**src/rtl/morse_pkg.sv**
```systemverilog
// Shared definitions for the SOS Morse receive path: element codes, FSM
// state encoding, the SOS reference pattern and default timing thresholds.
package morse_pkg;

  localparam logic DOT  = 1'b0;
  localparam logic DASH = 1'b1;

  typedef enum logic [1:0] {
    IDLE = 2'd0,
    MARK = 2'd1,
    GAP  = 2'd2,
    EMIT = 2'd3
  } state_t;

  localparam logic [8:0] SOS_PATTERN = 9'b000_111_000;
  localparam logic [4:0] SOS_LEN     = 5'd9;

  // Defaults for a 50 MHz system clock; durations in 1 ms units.
  localparam logic [15:0] T1MS_DEF         = 16'd49_999;
  localparam logic [9:0]  MIN_MARK_MS_DEF  = 10'd30;
  localparam logic [9:0]  DASH_MIN_MS_DEF  = 10'd200;
  localparam logic [9:0]  DASH_MAX_MS_DEF  = 10'd600;
  localparam logic [9:0]  FRAME_GAP_MS_DEF = 10'd150;
  localparam logic [9:0]  GLITCH_MS_DEF    = 10'd8;

endpackage

```
**src/rtl/morse_ms_timer.sv**
```systemverilog
// Millisecond timer: prescaler producing a 1 ms tick and a 10-bit ms count
// that saturates at 1023. A synchronous clear restarts both, and wins over a
// tick that lands in the same cycle.
module morse_ms_timer #(
  parameter logic [15:0] T1MS = 16'd49_999
) (
  input  logic       clk,
  input  logic       rst,
  input  logic       clr,
  output logic [9:0] count_ms
);

  logic [15:0] presc;

  // Prescaler and saturating ms counter.
  always_ff @(posedge clk) begin
    if (rst || clr) begin
      presc    <= '0;
      count_ms <= '0;
    end else if (presc == T1MS) begin
      presc <= '0;
      if (count_ms != 10'd1023) count_ms <= count_ms + 10'd1;
    end else begin
      presc <= presc + 16'd1;
    end
  end

endmodule

```
**src/rtl/sos_morse_decoder.sv**
```systemverilog
// SOS Morse decoder: synchronizes an active-low key line, times marks and
// gaps in ms, classifies marks as dot/dash/error and emits a frame after a
// long released gap, flagging frames that spell S-O-S.
// Optional glitch filter on the synchronized line: MORSE_GLITCH_FILTER_EN.
//
// state | meaning
// IDLE  | line released, no frame in progress
// MARK  | line held (tone on), timing the mark
// GAP   | line released inside a frame, timing the gap
// EMIT  | frame outputs presented for one cycle, frame storage cleared
module sos_morse_decoder
  import morse_pkg::*;
#(
  parameter logic [15:0] T1MS         = T1MS_DEF,
  parameter logic [9:0]  MIN_MARK_MS  = MIN_MARK_MS_DEF,
  parameter logic [9:0]  DASH_MIN_MS  = DASH_MIN_MS_DEF,
  parameter logic [9:0]  DASH_MAX_MS  = DASH_MAX_MS_DEF,
  parameter logic [9:0]  FRAME_GAP_MS = FRAME_GAP_MS_DEF
`ifdef MORSE_GLITCH_FILTER_EN
  , parameter logic [9:0] GLITCH_MS   = GLITCH_MS_DEF
`endif
) (
  input  logic        CLK,
  input  logic        RST,
  input  logic        Key_In,
  output logic        Frame_Valid,
  output logic [15:0] Frame_Bits,
  output logic [4:0]  Frame_Len,
  output logic        Frame_Err,
  output logic        SOS_Det
);

  logic       sync1, key_s, key_f, key_d;
  logic       fall, rise;
  logic [9:0] count_ms;

  state_t      state, state_nx;
  logic [15:0] bits;
  logic [4:0]  len;
  logic        err_f;
  logic        append, elem, set_err, emit, clear;
  logic        sos_match;

  // Two-flop synchronizer; idles at released (1).
  always_ff @(posedge CLK) begin
    if (RST) begin
      sync1 <= 1'b1;
      key_s <= 1'b1;
    end else begin
      sync1 <= Key_In;
      key_s <= sync1;
    end
  end

`ifdef MORSE_GLITCH_FILTER_EN
  logic [9:0] glitch_ms;
  logic       key_f_r;

  // The filter timer runs only while the synchronized level disagrees with
  // the accepted level, so any shorter excursion restarts it.
  morse_ms_timer #(.T1MS(T1MS)) u_glitch_timer (
    .clk      (CLK),
    .rst      (RST),
    .clr      (key_s == key_f_r),
    .count_ms (glitch_ms)
  );

  // Accept the new level once it has been stable for GLITCH_MS ticks.
  always_ff @(posedge CLK) begin
    if (RST) key_f_r <= 1'b1;
    else if ((key_s != key_f_r) && (glitch_ms == GLITCH_MS)) key_f_r <= key_s;
  end

  assign key_f = key_f_r;
`else
  assign key_f = key_s;
`endif

  // Previous filtered level for edge detection.
  always_ff @(posedge CLK) begin
    if (RST) key_d <= 1'b1;
    else     key_d <= key_f;
  end

  assign fall = key_d & ~key_f;
  assign rise = ~key_d & key_f;

  morse_ms_timer #(.T1MS(T1MS)) u_timer (
    .clk      (CLK),
    .rst      (RST),
    .clr      (fall | rise),
    .count_ms (count_ms)
  );

  // FSM state register.
  always_ff @(posedge CLK) begin
    if (RST) state <= IDLE;
    else     state <= state_nx;
  end

  // Next state and datapath strobes; marks are classified on the count
  // value still present in the release-edge cycle.
  always_comb begin
    state_nx = state;
    append   = 1'b0;
    elem     = DOT;
    set_err  = 1'b0;
    emit     = 1'b0;
    clear    = 1'b0;
    unique case (state)
      IDLE: if (fall) state_nx = MARK;
      MARK: begin
        if (rise) begin
          if ((count_ms < MIN_MARK_MS) || (count_ms > DASH_MAX_MS)) begin
            set_err = 1'b1;
          end else begin
            append = 1'b1;
            elem   = (count_ms < DASH_MIN_MS) ? DOT : DASH;
          end
          state_nx = GAP;
        end
      end
      GAP: begin
        if (fall) begin
          state_nx = MARK;
        end else if (count_ms == FRAME_GAP_MS) begin
          emit     = 1'b1;
          state_nx = EMIT;
        end
      end
      EMIT: begin
        clear    = 1'b1;
        state_nx = fall ? MARK : IDLE;
      end
      default: state_nx = IDLE;
    endcase
  end

  // Element shift register, length and error flag; a 17th element is
  // dropped and marks the frame as overflowed.
  always_ff @(posedge CLK) begin
    if (RST || clear) begin
      bits  <= '0;
      len   <= '0;
      err_f <= 1'b0;
    end else begin
      if (set_err) err_f <= 1'b1;
      if (append) begin
        if (len == 5'd16) begin
          err_f <= 1'b1;
        end else begin
          bits <= {bits[14:0], elem};
          len  <= len + 5'd1;
        end
      end
    end
  end

  assign sos_match = (len == SOS_LEN) && (bits[8:0] == SOS_PATTERN) && !err_f;

  // Frame outputs load on the way into EMIT so they are visible during it.
  always_ff @(posedge CLK) begin
    if (RST) begin
      Frame_Valid <= 1'b0;
      SOS_Det     <= 1'b0;
      Frame_Bits  <= '0;
      Frame_Len   <= '0;
      Frame_Err   <= 1'b0;
    end else begin
      Frame_Valid <= emit;
      SOS_Det     <= emit && sos_match;
      if (emit) begin
        Frame_Bits <= bits;
        Frame_Len  <= len;
        Frame_Err  <= err_f;
      end
    end
  end

endmodule

```
**config.mk**
```make
export PLATFORM = sky130hd
export DESIGN_NAME = sos_morse_decoder
export DESIGN_NICKNAME = d
export VERILOG_FILES = /design/src/rtl/morse_pkg.sv /design/src/rtl/morse_ms_timer.sv /design/src/rtl/sos_morse_decoder.sv
export SDC_FILE = /design/constraint.sdc
export NUM_CORES = 1
export LEC_CHECK = 0
export ABC_AREA = 1
export BUFFER_PORTS_ARGS = -buffer_cell sky130_fd_sc_hd__buf_2
export CORE_MARGIN = 3
export CORE_UTILIZATION = 31
export CTS_CLUSTER_SIZE = 30
export DETAILED_ROUTE_END_ITERATION = 6
export SLEW_MARGIN = 40
export SYNTH_ARGS = -nofsm -noshare
export SYNTH_HDL_FRONTEND = slang
export SYNTH_HIERARCHICAL = 1
export SYNTH_SLANG_ARGS = --single-unit
```
**constraint.sdc**
```tcl
create_clock -name CLK -period 1.8 [get_ports CLK]
set_input_delay 0.27 -clock CLK [delete_from_list [all_inputs] [get_ports CLK]]
set_output_delay 0.27 -clock CLK [all_outputs]
set_load 0.05 [all_outputs]
```
* Word level (Yosys, flattened, before mapping)
Index checks and enable logic that the tools add are counted.
** Word-level totals
- Input bits :: 3
- Output and inout port bits :: 24
- Register bits after elaboration :: 77
- Logic and storage cells :: 73
** Cells by class
- $lt $le $gt $ge :: 3
- Multiplexer cells :: 23
- Eq/ne operators :: 12
- $add $sub $neg :: 3
- Reductions and logical operators :: 12
- Bitwise gates (word level) :: 6
** Operators with widths (count)
- $mux W1 :: 18
- $add A16 B1 Y16 const B :: 1
- $eq A16 B16 Y1 const B :: 1
- $add A10 B1 Y10 const B :: 1
- $eq A10 B8 Y1 const B :: 1
- $gt A10 B10 Y1 const B :: 1
- $lt A10 B5 Y1 const B :: 1
- $lt A10 B8 Y1 const B :: 1
- $ne A10 B10 Y1 const B :: 1
- $eq A9 B6 Y1 const B :: 1
- $mux W2 :: 4
- $pmux W2 S4 :: 1
- $add A5 B1 Y5 const B :: 1
- $eq A5 B4 Y1 const B :: 1
- $eq A5 B5 Y1 const B :: 1
- $eq A2 B2 Y1 const B :: 2
- $ne A2 B2 Y1 const B :: 2
- $reduce_and A2 Y1 :: 2
- $logic_and A1 B1 Y1 :: 3
- $logic_or A1 B1 Y1 :: 3
- $ne A3 B3 Y1 const B :: 1
- $not A1 Y1 :: 3
- $reduce_and A3 Y1 :: 1
- $and A1 B1 Y1 :: 2
- other kinds (5) :: 5

* Longest topological paths before layout
Gate-level depths: netlist of run 1.
- Depth in word-level cells :: 8
- Gate-level depth with buffers :: 9
- Gate-level depth less buffers :: 9

* Cells and area by module
Netlist of run 1, hierarchy kept.
** By module, submodules not included
- sos_morse_decoder :: seq. area each 1021.0 µm², cells each 287, area an instance 2189.6 µm², instances 1
- morse_ms_timer :: seq. area each 520.5 µm², cells each 220, area an instance 1485.2 µm², instances 1

* Least setup slack after synthesis of run 1
OpenSTA, ideal clock, no wires.
- Kind :: reg2reg
- Start point :: reg len[0]
- End point :: reg len[0]
- Setup slack :: 0.358 ns
- Arrival time :: 1.310 ns
- Period minus slack after synthesis :: 1.442 ns
- Path buffers :: 1
- Cell stages (with the launch flop) :: 10
- Required time :: 1.668 ns
- Setup time :: 0.132 ns
- Cells stage by stage :: dfxtp_1 inv_1 ha_1 nand2_1 nor3_1 nor2_2 nand3_2 buf_6 nand2_1 a21oi_1
** Between the ends
- Cells in the longest elaborated chain, start to end :: 3
- Elaborated cells between the ends (all ways) :: 4
- Classes of those cells :: add/sub (1); eq/ne (1); bitwise (1); reduce/logical (1)
** RTL lines
- from (decl) :: RTL line sos_morse_decoder.sv:39 : logic [4:0] len;
- from (signal assigned) :: RTL line sos_morse_decoder.sv:153 : len <= len + 5'd1;
- parallel branches: the longest is 3 deep, another holds $add A5 B1 Y5
Several ways; the timed one is not identified.
A chain may end at the register's enable or synchronous reset.

* Worst setup path in the final report of run 1
- Start point :: reg u_timer.count_ms[0]
- End point :: reg u_timer.count_ms[4]
** Between the ends
- Cells in the longest elaborated chain, start to end :: 2
- Elaborated cells between the ends (all ways) :: 3
- Classes of those cells :: add/sub (1); eq/ne (1); reduce/logical (1)
** RTL lines
- from (decl) :: RTL line morse_ms_timer.sv:10 : output logic [9:0] count_ms
- from (signal assigned) :: RTL line morse_ms_timer.sv:22 : if (count_ms != 10'd1023) count_ms <= count_ms + 10'd1;
- parallel branches: the longest is 2 deep, another holds $add A10 B1 Y10
Several ways; the timed one is not identified.

==> results.txt, run 1 <==
Run status: completed
Via count: 3287
Post-CTS Repair Setup Buffers: 0
RSZ-0062 raised after global routing: false
Die Area: 13200 µm²
Hold Startpoint: Key_In
Main flop type after synthesis: dfxtp_1
Cell Pwr Density: 871 nW/µm²
Leakage: 0.00164 µW
Area grow syn2layout: 18.1%
Layout cells sized above 1: 0.168
Post-Route WL: 7810 µm
Critical path peak fanout: 10
Die Wd: 115 µm
Post-DP HPWL: 5600 µm
Worst Clk Skew: 0.00602 ns
Endpoint class of the critical path: flop
Fraction of registers with async set/reset: 0
Final critical-path share of the clock period: 0.860
Gr usage total: 0.126
Final Hold Viols: 0
Largest net degree at the start of global routing: 24
Max-cap violations: 0
Worst-Skew Late Latency: 0.34 ns
Vias in the first global route: 3076
CTS HTree Levels: 3
Post-synth EDFFs: 0
Starting Density: 0.319
Boundary pin count: 27
Critical path origin: u_timer/count_ms[0]$_SDFFE_PP0P_
Top cells by area, synth: dfxtp_1 (42%), nor2_1 (10%), nand2_1 (9.5%)
Setup Viol. Count Final: 0
Final Critical Period: 1.55 ns
Synth warn: 6
Nets: 553
Cell Rows: 39
Antenna Cells: 0
Net Count, Synth: 517
Clk root buf: clkbuf_16
Distinct cells, synth: 30
Mean Syn Cell Area: 7.25 µm²
DRC viols: 0
Relative slew slack: 0.626
Sequential fraction of the synthesis area: 0.419
Seq cells post-synth: 77
Clk pin slew, worst setup/hold paths: 0.06 ns
Clock sink count: 77
Iter 0 DRT Violations: 306
Worst vdd ir: 0.626 mV
Fmax: 646 MHz
Synthesized instance count: 507
Worst hold path type: in2reg
Setup crit start kind: flop
Routed vias/inst: 4.76
CTS tree: yes
DR WL/cell: 11.3 µm
First-pass GRT wire length: 13600 µm
Worst Path Arrival: 1.81 ns
Post-synth top area cell: dfxtp_1
Core footprint: 11500 µm²
Drt first pass iters: 5
Post-route cell area: 4340 µm²
Total grt overflow: 0
Post-CTS Hold Buffers: 0
Synth top area share: 0.419
Placed cell area: 4010 µm²
Slew @ Worst Pin: 0.558 ns
Die height: 115 µm
Worst path required time: 2.06 ns
GP Congestion: 0.841
Cts repair resizes: 0
Worst r2r src: u_timer/count_ms[0]$_SDFFE_PP0P_
Final Max Slew Viols: 0
Setup tns final: 0 ns
Top post-synthesis cells by count: nor2_1 (100), nand2_1 (93), dfxtp_1 (77), a21oi_1 (36), inv_1 (35)
Remaining antenna violation count after routing: 0
Max Root-Sink Buffers: 2
Port bufs: 26
Kind of critical path: reg2reg
CTS Buf Count: 9
Syn Std Cell Area: 3670 µm²
Initial antenna violation count: 0
Most frequent cell after synthesis: nor2_1
Worst hold slack: 0.128 ns
-- report_power, final --
group / internal [µW] / total [µW] / switching, µW
combinational: 27.5 / 80.8 / 53.3
clock: 1290 / 1980 / 690
sequential: 1710 / 1720 / 6.23
total: 3030 / 3780 / 750
-- worst max-delay path: stages, from the launching register on --
cell and delay [ns]:
dfxtp_1 0.43, ha_1 0.23, nand2_2 0.10, nor2_4 0.18
nand3_4 0.18, nand3_4 0.15, nand2_1 0.06, a21oi_1 0.14
-- registers in the layout, summed over array words and instances (netlist names), 2 cells and up --
name              flops
Frame_Bits           16
Frame_Len             5
bits                 16
len                   5
state                 2
u_timer/count_ms     10
u_timer/presc        16
-- routing by layer --
metal / routed length, µm / up-vias / global-route usage
li1: - / 1721 / -
met1: 3730 / 1490 / 0.156
met2: 3610 / 66 / 0.209
met3: 352 / 10 / 0.0358
met4: 118 / 0 / 0.0462
met5: 0 / - / 0
-- cells by family after synthesis --
group | count (synthesis) | synth area share
AND/OR/NAND/NOR | 285 | 0.362
flip-flops | 77 | 0.419
AO/OA/AOI/OAI | 67 | 0.0919
buffers and inverters | 61 | 0.0790
XOR/XNOR | 10 | 0.0238
adder cells (fa/ha/maj) | 7 | 0.0238
-- final cells by class --
cell class | count | area (µm²)
clock buffer | 11 | 253
clock inverter | 5 | 81.3
sequential | 77 | 1540
fill | 1203 | 7170
timing repair buffer | 43 | 283
inverter | 43 | 161
tap | 143 | 179
multi-input combinational | 369 | 1840
-- path summary, 6_finish.rpt --
kind	to	slack [ns]	cells past startpoint
worst max-delay path	u_timer/count_ms[4]$_SDFFE_PP0P_	0.25	7
worst min-delay path	sync1$_SDFF_PP1_	0.13	2
worst max register to register	u_timer/count_ms[4]$_SDFFE_PP0P_	0.25	7
worst min register to register	key_f$_SDFF_PP1_	0.44	1
-- layout by cell type, fill, tap and decap left out, drive strengths merged --
master / count
buf: 43
clkbuf: 11
clkinvlp: 1
xor2: 10
o21ai: 30
dfxtp: 77
nand3b: 2
nand3: 35
nor3: 11
a21oi: 36
nor2: 108
o21bai: 1
or2: 3
nand4: 25
ha: 7
inv: 43
nand2: 100
nor4: 1
clkinv: 2
bufinv: 2
-- per-stage QoR --
step	cells	power [µW]	util	setup slack, ns
floorplan	507	1810	-	0.358
global placement	675	1840	0.348	0.297
detailed placement	675	1840	0.348	0.252
CTS	691	3840	0.377	0.242
global route	691	3910	0.377	0.0648
finish	691	3780	0.377	0.253
No activity file was read; power rests on OpenSTA's default activity.
==> inputs of run 2 (changes only) <==
Settings changed: CAP_MARGIN from default to 10, PLACE_DENSITY from default to 0.54.
==> run 2 against run 1 <==
Net effect:
- hold slack better by 0.0082 ns
- clock power down 13%
- global-route usage up 0.38 points
- worst setup slack worse by 0.044 ns
- via count down 0.40%
- sequential power about the same
- count of clock-buffer cells in the layout up 1
- sequential share of layout area up 0.23 points
- highest routed layer unchanged
- first-iteration DRC count down 26%
- total power down 6.8%
- largest cell class unchanged
- register-to-register slack worse by 0.04 ns
- sequential cell count unchanged
==> results.txt, run 2 (synthesized netlist as in run 1, its figures left out) <==
Final Hold Viols: 0 (unchanged)
Max-cap violations: 0 (unchanged)
Setup Viol. Count Final: 0 (unchanged)
DRC viols: 0 (unchanged)
Die height: 115 µm (unchanged)
Kind of critical path: reg2reg (unchanged)
Nets: 555 (was 553)
Filler cells: 1231 (was 1203)
Starting Density: 0.319 (unchanged)
DR WL/cell: 11.8 µm (was 11.3 µm)
Slew @ Worst Pin: 0.652 ns (was 0.558 ns)
Pint: 2760 µW (was 3030 µW)
CTS Buf Count: 9 (unchanged)
Worst hold path type: in2reg (unchanged)
Clock power frac: 0.488 (was 0.524)
Core footprint: 11500 µm² (unchanged)
Relative slew slack: 0.563 (was 0.626)
Worst vdd ir: 0.620 mV (was 0.626 mV)
First-pass GRT wire length: 14100 µm (was 13600 µm)
Seq pwr share: 0.488 (was 0.455)
Clk pin slew, worst setup/hold paths: 0.06 ns (about the same)
Final Max Slew Viols: 0 (unchanged)
Iter 0 DRT Violations: 226 (was 306)
Worst Path Arrival: 1.86 ns (was 1.81 ns)
Worst Clk Skew: 0.00726 ns (was 0.00602 ns)
Max Root-Sink Buffers: 2 (unchanged)
Met3 Use GR: 0.0363 (was 0.0358)
Vias in the first global route: 3048 (was 3076)
Endpoint class of the critical path: flop (unchanged)
Setup crit start kind: flop (unchanged)
GR peak layer: met2 (unchanged)
Antenna Cells: 0 (unchanged)
Gr usage total: 0.130 (was 0.126)
Clk root buf: clkbuf_16 (unchanged)
Comb pwr share: 0.024 (was 0.021)
Worst path required time: 2.07 ns (was 2.06 ns)
Worst-Skew Late Latency: 0.34 ns (about the same)
Met1 usage: 0.165 (was 0.156)
Total grt overflow: 0 (unchanged)
Via count: 3274 (was 3287)
Critical path peak fanout: 10 (unchanged)
Post-DP HPWL: 5830 µm (was 5600 µm)
RSZ-0062 raised after global routing: false (unchanged)
Setup tns final: 0 ns (unchanged)
Area grow syn2layout: 17.5% (was 18.1%)
Largest net degree at the start of global routing: 24 (unchanged)
Remaining antenna violation count after routing: 0 (unchanged)
Die Wd: 115 µm (unchanged)
Final Util: 0.375 (was 0.377)
Clock sink count: 77 (unchanged)
Final critical-path share of the clock period: 0.884 (was 0.860)
Run status: completed (unchanged)
CTS HTree Levels: 3 (unchanged)
Initial antenna violation count: 0 (unchanged)
Net Sw Frac: 0.218 (was 0.198)
CTS tree: yes (unchanged)
Fmax: 629 MHz (was 646 MHz)
Met2 Resource Use GR: 0.215 (was 0.209)
Final Critical Period: 1.59 ns (was 1.55 ns)
Post-Route WL: 8170 µm (was 7810 µm)
Boundary pin count: 27 (unchanged)
Post-CTS Repair Setup Buffers: 0 (unchanged)
Switching power total: 767 µW (was 750 µW)
Drt first pass iters: 4 (was 5)
Layout cells sized above 1: 0.171 (was 0.168)
Die Area: 13200 µm² (unchanged)
Routed vias/inst: 4.72 (was 4.76)
GP Congestion: 0.838 (was 0.841)
Top Registers: Frame_Bits: 16 flops, bits: 16 flops, u_timer/presc: 16 flops (unchanged)
Most common library cell in the layout ignoring fill and taps: nor2_1 (unchanged)
Cell Pwr Density: 816 nW/µm² (was 871 nW/µm²)
Cell Rows: 39 (unchanged)
Most frequent cells in the layout: nor2_1 (100), nand2_1 (93), dfxtp_1 (76) (was nor2_1 (100), nand2_1 (93), dfxtp_1 (77))
Port bufs: 26 (unchanged)
Leakage: 0.00163 µW (was 0.00164 µW)
[run 2: area by class of cell]
cell class | count | area, µm² | share of cell area
repair buffers | 45 | 298 | 0.0690
clock inverters | 4 | 31.3 | 0.00725
well taps | 143 | 179 | 0.0414
multi-input cells | 369 | 1850 | 0.428
clock buffers | 12 | 256 | 0.0594
inverters | 43 | 161 | 0.0374
flip-flops and latches | 77 | 1540 | 0.357
[run 2: worst max-delay path, cell delays in order (launching register included)]
cell and delay [ns]:
dfxtp_1 0.45, ha_1 0.24, nand2_2 0.11, nor2_4 0.16, nand3_4 0.18, nand3_4 0.17, nand2_1 0.06, a21oi_1 0.15
[run 2: timing repair]
item / 4_1_cts / 5_1_grt
hold endpoints to repair: 0 / 0
gates resized for setup: 0 / 2
endpoints found under the setup margin: 0 / 1
hold buffers: 0 / 0
[run 2: path summary, 6_finish.rpt]
| kind | startpoint | to | slack, ns | depth (start not counted) |
|---|---|---|---|---|
| min | Key_In | sync1$_SDFF_PP1_ | 0.14 | 2 |
| max | u_timer/count_ms[0]$_SDFFE_PP0P_ | u_timer/count_ms[0]$_SDFFE_PP0P_ | 0.21 | 7 |
| min reg2reg | sync1$_SDFF_PP1_ | key_f$_SDFF_PP1_ | 0.40 | 1 |
| max reg2reg | u_timer/count_ms[0]$_SDFFE_PP0P_ | u_timer/count_ms[0]$_SDFFE_PP0P_ | 0.21 | 7 |
[run 2: routing by layer]
metal	vias to the layer above	part of all wire	wire length, µm
met5	-	0	0
met4	0	0.012	102
met3	9	0.039	320
met2	64	0.47	3850
met1	1479	0.48	3890
li1	1722	-	-
[run 2: stage by stage]
stage	setup WS [ns]	std cells	hold WS [ns]	total power [µW]	area [µm²]
CTS	0.182	693	0.121	3590	4310
global placement	0.171	677	0.394	1840	4020
floorplan	0.358	507	0.339	1810	3670
global route	0.00974	693	0.137	3670	4320
finish	0.209	693	0.136	3520	4320
detailed placement	0.189	677	0.400	1840	4020
[run 2: power groups by stage]
stage | registers [µW] | clock network [µW] | logic, µW
after floorplan | 1760 | 0 | 57.0
after detailed placement | 1760 | 0 | 86.6
after global routing | 1720 | 1850 | 97.7
after global placement | 1760 | 0 | 85.7
final | 1720 | 1720 | 84.8
after CTS | 1720 | 1780 | 86.7
==> inputs of run 3 (changes only) <==
Settings changed: CTS_BUF_LIST from default to sky130_fd_sc_hd__clkbuf_16.
==> run 3 against run 2 <==
Net effect:
- core utilization down 0.17 points
- die area is the same
- register-to-register slack about the same
- combinational power hardly changed
- critical path type unchanged
- critical endpoint is now u_timer/count_ms[6]$_SDFFE_PP0P_
- highest routed layer unchanged
==> results.txt, run 3 (synthesized netlist as in run 1, its figures left out) <==
Cell Pwr Density: 798 nW/µm² (was 816 nW/µm²)
Setup Viol. Count Final: 0 (unchanged)
Area grow syn2layout: 16.9% (was 17.5%)
Slew @ Worst Pin: 0.649 ns (was 0.652 ns)
Final Max Slew Viols: 0 (unchanged)
Setup crit start kind: flop (unchanged)
R2R Setup Slk: 0.20 ns (was 0.21 ns)
Relative slew slack: 0.565 (was 0.563)
Endpoint class of the critical path: flop (unchanged)
Worst reg-to-reg path cell count: 7 (unchanged)
Placed insts: 677 (unchanged)
Nets: 555 (unchanged)
Die height: 115 µm (unchanged)
Worst path required time: 2.06 ns (was 2.07 ns)
Cell Rows: 39 (unchanged)
Worst R2R End: u_timer/count_ms[6]$_SDFFE_PP0P_ (was u_timer/count_ms[0]$_SDFFE_PP0P_)
Remaining antenna violation count after routing: 0 (unchanged)
Boundary pin count: 27 (unchanged)
Worst hold path type: in2reg (unchanged)
First-pass GRT wire length: 14000 µm (was 14100 µm)
CTS tree: yes (unchanged)
Largest net degree at the start of global routing: 24 (unchanged)
Post-CTS Hold Buffers: 0 (unchanged)
Port bufs: 26 (unchanged)
Final std cells w/o fill: 693 (unchanged)
Worst-Skew Late Latency: 0.34 ns (about the same)
Starting Density: 0.319 (unchanged)
GP Congestion: 0.838 (unchanged)
Kind of critical path: reg2reg (unchanged)
Fmax: 625 MHz (was 629 MHz)
Max Root-Sink Buffers: 2 (unchanged)
DRC viols: 0 (unchanged)
Filler cells: 1234 (was 1231)
Run status: completed (unchanged)
Critical path peak fanout: 10 (unchanged)
Drt first pass iters: 4 (unchanged)
Iter 0 DRT Violations: 198 (was 226)
Worst r2r src: u_timer/count_ms[0]$_SDFFE_PP0P_ (unchanged)
CTS Buf Count: 9 (unchanged)
Gr usage total: 0.130 (about the same)
Most frequent cells in the layout: nor2_1 (100), nand2_1 (93), dfxtp_1 (76) (unchanged)
Routed vias/inst: 4.70 (was 4.72)
Layout cells sized above 1: 0.167 (was 0.171)
Antenna Cells: 0 (unchanged)
CP endpoint: u_timer/count_ms[6]$_SDFFE_PP0P_ (was u_timer/count_ms[0]$_SDFFE_PP0P_)
Vias in the first global route: 3039 (was 3048)
Most common library cell in the layout ignoring fill and taps: nor2_1 (unchanged)
Via count: 3260 (was 3274)
RSZ-0062 raised after global routing: false (unchanged)
Clk root buf: clkbuf_16 (unchanged)
Final critical-path share of the clock period: 0.888 (was 0.884)
Final Hold Viols: 0 (unchanged)
DR WL/cell: 11.8 µm (about the same)
Worst Clk Skew: 0.00822 ns (was 0.00726 ns)
Worst vdd ir: 0.621 mV (was 0.620 mV)
Final Critical Period: 1.60 ns (was 1.59 ns)
Initial antenna violation count: 0 (unchanged)
Post-Route WL: 8190 µm (was 8170 µm)
Clock sink count: 77 (unchanged)
Total grt overflow: 0 (unchanged)
Post-CTS Repair Setup Buffers: 0 (unchanged)
Critical path origin: u_timer/count_ms[0]$_SDFFE_PP0P_ (unchanged)
Power, Total: 3430 µW (was 3520 µW)
Leakage: 0.00163 µW (about the same)
Core footprint: 11500 µm² (unchanged)
Post-DP HPWL: 5830 µm (unchanged)
Setup tns final: 0 ns (unchanged)
Die Wd: 115 µm (unchanged)
Max-cap violations: 0 (unchanged)
Top Registers: Frame_Bits: 16 flops, bits: 16 flops, u_timer/presc: 16 flops (unchanged)
Worst Path Arrival: 1.86 ns (about the same)
Die Area: 13200 µm² (unchanged)
Clk pin slew, worst setup/hold paths: 0.06 ns (about the same)
CTS HTree Levels: 3 (unchanged)
## run 3: worst min path at each step
stage	slack [ns]	cells after the start	end	from
2_1_floorplan	0.34	1	state[0]$_SDFFE_PP0P_	RST
3_3_place_gp	0.39	1	key_f$_SDFF_PP1_	sync1$_SDFF_PP1_
3_5_place_dp	0.40	1	key_f$_SDFF_PP1_	sync1$_SDFF_PP1_
4_1_cts	0.12	2	sync1$_SDFF_PP1_	Key_In
5_1_grt	0.14	2	sync1$_SDFF_PP1_	Key_In
6_report	0.14	2	sync1$_SDFF_PP1_	Key_In
## run 3: worst max-delay path: stages (launching register included)
cell and delay [ns]:
dfxtp_1 0.45, ha_1 0.24, nand2_2 0.11, nor2_4 0.16
nand3_4 0.18, nand3_4 0.17, nand2_1 0.08, a21oi_1 0.13
## run 3: per-stage QoR
step	hold WS [ns]	cell area [µm²]	setup slack [ns]	util
after floorplan	0.339	3670	0.358	-
after global placement	0.394	4020	0.171	0.349
after detailed placement	0.400	4020	0.189	0.349
after CTS	0.121	4290	0.180	0.373
after global routing	0.137	4300	0.0101	0.373
final	0.135	4300	0.201	0.373
## run 3: final cells by class
| class | count | area, µm² | area share |
|---|---|---|---|
| flip-flops and latches | 77 | 1540 | 0.359 |
| multi-input cells | 369 | 1850 | 0.430 |
| well taps | 143 | 179 | 0.0416 |
| inverters | 43 | 161 | 0.0376 |
| clock buffers | 9 | 225 | 0.0524 |
| clock inverters | 7 | 42.5 | 0.00990 |
| repair buffers | 45 | 298 | 0.0693 |
## run 3: routing by layer
layer  part of all wire  track usage  vias up  wire length [µm]
met2               0.47        0.214       54              3830
met4              0.012       0.0399        0                98
met1               0.48        0.165     1473              3960
li1                   -            -     1723                 -
met5                  0            0        -                 0
met3              0.037       0.0363       10               303
## run 3: what timing repair did
action,4_1_cts,5_1_grt
setup endpoints to repair,0,1
hold endpoints to repair,0,0
resized for setup,0,2
## run 3: power breakdown
| part | internal [µW] | total, µW | switching (µW) |
|---|---|---|---|
| clock network | 922 | 1620 | 701 |
| logic | 29.5 | 85.1 | 55.6 |
| registers | 1710 | 1720 | 5.83 |
| total | 2670 | 3430 | 763 |
